==> src/rtl/m_updown_counter.sv <==
// m_updown_counter: up/down counter with a programmable terminal count and an
// enable prescaler. It supports parallel load, wrap or saturate at the
// boundaries, a one-cycle terminal-count pulse and a sticky overflow flag.
module m_updown_counter #(
    parameter int unsigned          WIDTH    = 8,
    parameter longint unsigned      MAX      = (64'd1 << WIDTH) - 64'd1,
    parameter int unsigned          PRESCALE = 1,
    parameter bit                   SATURATE = 1'b0
) (
    input  logic             w_clk,
    input  logic             w_rst,
    input  logic             w_en,
    input  logic             w_up,
    input  logic             w_load,
    input  logic [WIDTH-1:0] w_ld_val,
    input  logic             w_clr_ovf,
    output logic [WIDTH-1:0] w_cnt,
    output logic             w_tick,
    output logic             w_tc,
    output logic             w_ovf
);

    // Prescaler width; a single bit is kept even when PRESCALE=1 so the
    // register always exists and simply stays at 0.
    localparam int unsigned      PW       = (PRESCALE > 1) ? $clog2(PRESCALE) : 1;
    localparam logic [PW-1:0]    PRE_LAST = PW'(PRESCALE - 1);
    localparam logic [WIDTH-1:0] MAX_V    = WIDTH'(MAX);

    logic [PW-1:0]    r_pre;
    logic             pre_last;
    logic             at_max;
    logic             at_min;
    logic             boundary;
    logic [WIDTH-1:0] step_val;
    logic [WIDTH-1:0] load_val;

    assign pre_last = (r_pre == PRE_LAST);
    assign w_tick   = w_en & pre_last & ~w_load & ~w_rst;
    assign at_max   = (w_cnt == MAX_V);
    assign at_min   = (w_cnt == '0);
    assign boundary = w_tick & (w_up ? at_max : at_min);
    assign load_val = (w_ld_val > MAX_V) ? MAX_V : w_ld_val;

    // Next count for a step. The range wraps at MAX rather than at the
    // natural width, and there is never a carry out of WIDTH bits.
    always_comb begin
        step_val = w_cnt;
        if (w_up) begin
            if (at_max) step_val = SATURATE ? MAX_V : '0;
            else        step_val = w_cnt + 1'b1;
        end else begin
            if (at_min) step_val = SATURATE ? '0 : MAX_V;
            else        step_val = w_cnt - 1'b1;
        end
    end

    // Prescaler: advances on enabled cycles and wraps after PRESCALE of them.
    // A load restarts it so the first step after a load is a full period away.
    always_ff @(posedge w_clk) begin
        if (w_rst)       r_pre <= '0;
        else if (w_load) r_pre <= '0;
        else if (w_en)   r_pre <= pre_last ? '0 : r_pre + 1'b1;
    end

    // Count register. The priority is reset, then load, then step, then hold.
    always_ff @(posedge w_clk) begin
        if (w_rst)       w_cnt <= '0;
        else if (w_load) w_cnt <= load_val;
        else if (w_tick) w_cnt <= step_val;
    end

    // Terminal-count pulse: high for the single cycle after a boundary step,
    // so it lines up with the wrapped or held count value.
    always_ff @(posedge w_clk) begin
        if (w_rst) w_tc <= 1'b0;
        else       w_tc <= boundary;
    end

    // Sticky overflow flag. A boundary step in the same cycle as a clear
    // wins, so no event is lost. A load leaves the flag alone.
    always_ff @(posedge w_clk) begin
        if (w_rst)          w_ovf <= 1'b0;
        else if (boundary)  w_ovf <= 1'b1;
        else if (w_clr_ovf) w_ovf <= 1'b0;
    end

endmodule

==> config.mk <==
export PLATFORM = sky130hd
export DESIGN_NAME = m_updown_counter
export DESIGN_NICKNAME = d
export VERILOG_FILES = /design/src/rtl/m_updown_counter.sv
export SDC_FILE = /design/constraint.sdc
export NUM_CORES = 1
export LEC_CHECK = 0
export CORE_MARGIN = 2
export CORE_UTILIZATION = 51
export CTS_CLUSTER_DIAMETER = 50
export DETAILED_ROUTE_END_ITERATION = 8
export GPL_ROUTABILITY_DRIVEN = 0
export PLACE_DENSITY = 0.91
export REMOVE_ABC_BUFFERS = 1
export SYNTH_ARGS = -nofsm -noshare
export SYNTH_HDL_FRONTEND = slang
export SYNTH_SLANG_ARGS = --single-unit
==> constraint.sdc <==
create_clock -name w_clk -period 2.4 [get_ports w_clk]
set_input_delay 0.24 -clock w_clk [delete_from_list [all_inputs] [get_ports w_clk]]
set_output_delay 0.24 -clock w_clk [all_outputs]
set_load 0.005 [all_outputs]
==> out/results.ini <==
[floorplan]
core_sq_mm = 0.001708
die_h_microns = 46.18
ioPinCount = 25
start_util_pct = 53.11
die_x_microns = 46.18
dieArea_sq_mm = 0.002132
rows = 15

[cells_and_area]
post-route-util_pct = 69.96
area_growth_pct = 31.72
mostFrequentLayoutCell = clkdlybuf4s50_1
stdcell_area_sq_mm = 0.001195
ff_latch_area_sq_um = 200.2
fillers = 144
antenna_cells = 0
fin_nets = 165
layout-drive-gt1-share_pct = 11.56
multi_input_area_sq_um = 615.6
layout_common_cells = clkdlybuf4s50_1 (24), nor2_1 (15), a21oi_1 (13)

[global_route]
busiest_layer = met2
grt_pass1_wl_microns = 4195
grt-ovfl-total = 0
grt_usage_pct = 27.42
grt_max_degree = 20
gr-usage-met3_pct = 5.490
met1_usage_pct = 36.38
antenna_found_initial = 0
first_global_vias = 938
grt_use_met2_pct = 41.11

[pwr]
power_frac_clock_pct = 29.3
switching_share_pct = 33.33
irDropWorstVdd_mv = 0.2834
p_int_mw = 0.3674
power_mw = 0.5510
seq_power_share_pct = 38.0
p_switching_mw = 0.1836
powerDensity_mw_per_mm2 = 461.1
comb_power_share_pct = 32.7
p_leak_nw = 0.4487

[route]
drt_iter0_drc = 32
vias = 1019
viasPerCell = 5.924
antenna_left = 0
wl_per_cell_microns = 14.72
route.detailed.drc = 0
first_pass_iters = 4
routed_wl_microns = 2532

[clock_tree]
cts_sinks = 10
clock_path_buffers = 2
cts_root_buffer = clkbuf_4
cts_buffers = 3
cts_resized = 0
insertion_delay_ps = 280
cts_tree = yes
postCtsSetupRepairBufs = 0
htreeDepth = 1
clk_pin_slew_ps = 70
postCtsHoldBufs = 0

[timing]
setup_violations = 0
hold_viol_final = 0
fin_tns_setup_ps = 0
max_slew.worst_pin.slew_ps = 492.0
rsz0062_at_grt = no
max_clock_freq_mhz = 469.2
fin_crit_ps = 2131
timing.final.crit_share_pct = 88.80
slew_viol_final = 0
skew_ps = 1.285
relSlewSlack_pct = 67.16

[logic_synthesis]
syn_avg_cell_area_sq_um = 7.375
synthDistinctLibCells = 43
yosysWarnings = 0
synth_seq_cells = 10
syn_area_sq_um = 907.1
ys_seq_area_share_pct = 22.07
synth_edf_count = 0
synthArstFlopShare_pct = 0
ys.flop_type = dfxtp_1
syn_inst = 123

[worst_setup_path]
worstPathMaxFanout = 12
reg2reg_from = w_cnt[0]
critPathKind = flip-flop to flip-flop
end_kind = flip-flop
rrSetupSlack_ps = 270
crit_chain = ha_1 -> nand4_1 -> o21ai_1 -> nor2_1 -> a2111oi_1 -> nor3_1
start_kind = flip-flop
worst-r2r-cell-count = 6
cp.required_ps = 2550
arrival_ps = 2280
cpLargestDelayFamily = compound AO/OA/AOI/OAI gates
critical_path_buf_inv_count = 0
cpPeakStageDelay_ps = 600
cp_slowest_cell = dfxtp_1
r2r-end = w_cnt[3]

[min_path]
hold_start = w_ovf
holdPathStages = 2
hold_end = w_ovf
hold_class = flip-flop to flip-flop

[placement]
port_buffers = 24
place_area_sq_mm = 0.001157
dp_hpwl_microns = 1772

[run]
maxCapViolations = 0

[run_status]
status = finished, final reports clean

cell usage after synthesis, types with 2 or more instances:
library cell  count  area [sq um]
xnor2_1           2         17.52
nor2_1           15         56.30
buf_2             2         10.01
buf_4             2         15.01
inv_1             9         33.78
dfxtp_1          10         200.2
a21oi_1          13         65.06
ha_1              3         37.54
nor3_1            4         20.02
o211ai_1          4         30.03
o31ai_1           2         15.01
buf_6             2         22.52
clkbuf_1          3         11.26
nand4_1           3         18.77
o21ai_0           6         30.03
nand2b_1          3         18.77
a311oi_1          2         17.52
nand2_1           8         30.03
and3_1            2         12.51
nand3_1           3         15.01
nor2b_1           3         18.77
power groups by stage:
stage	clock [mW]	sequential (mW)	combinational, mW
2_1_floorplan	0	0.208	0.0932
3_3_place_gp	0	0.211	0.172
3_5_place_dp	0	0.212	0.176
4_1_cts	0.166	0.208	0.178
5_1_grt	0.172	0.212	0.200
6_report	0.162	0.209	0.180
worst min-delay path, stage by stage (launching register included):
cell,delay [ps]
dfxtp_1,320
nand2b_1,70
a21oi_1,60
area by class of cell:
| class | count | share of cell area, % |
|---|---|---|
| timing repair buffer | 29 | 23.25 |
| tap | 25 | 2.618 |
| inverter | 9 | 2.827 |
| multi-input combinational | 95 | 51.52 |
| sequential | 10 | 16.75 |
| clock buffer | 4 | 3.037 |
flip-flops by register name (all words and copies together), names as in the netlist:
name / cells
w_ovf: 1
w_cnt: 8
w_tc: 1
worst max path at each step:
| stage | start | to | slack, ps | depth (start not counted) |
|---|---|---|---|---|
| detailed placement | w_up | w_cnt[0] | 420 | 6 |
| global placement | w_rst | w_tick | 510 | 4 |
| global route | w_cnt[0] | w_cnt[3] | 30 | 6 |
| CTS | w_cnt[0] | w_cnt[3] | 210 | 6 |
| finish | w_cnt[0] | w_cnt[3] | 270 | 6 |
| floorplan | w_cnt[0] | w_cnt[4] | 690 | 7 |
kinds of logic after synthesis:
kind of cell	after synthesis	share of synthesized area (%)
mux	2	2.345
flops	10	22.07
buf+inv	18	10.21
simple gates	50	31.59
xor+xnor	3	2.897
fa+ha+maj	3	4.138
compound gates	37	26.76
metal layers:
layer  vias up  routed length [microns]
li1        503                        -
met3         7                      165
met5         -                        0
met2        45                     1175
met1       464                     1140
met4         0                       50
per-stage QoR:
stage | hold WS (ps) | std cells | setup WS, ps
final | 490.7 | 172 | 268.8
after global routing | 496.2 | 172 | 26.71
after CTS | 482.7 | 172 | 214.3
after detailed placement | 472.0 | 168 | 417.8
after global placement | 460.6 | 168 | 507.8
after floorplan | 309.1 | 114 | 693.4
Power figures use the tool's default switching activity.
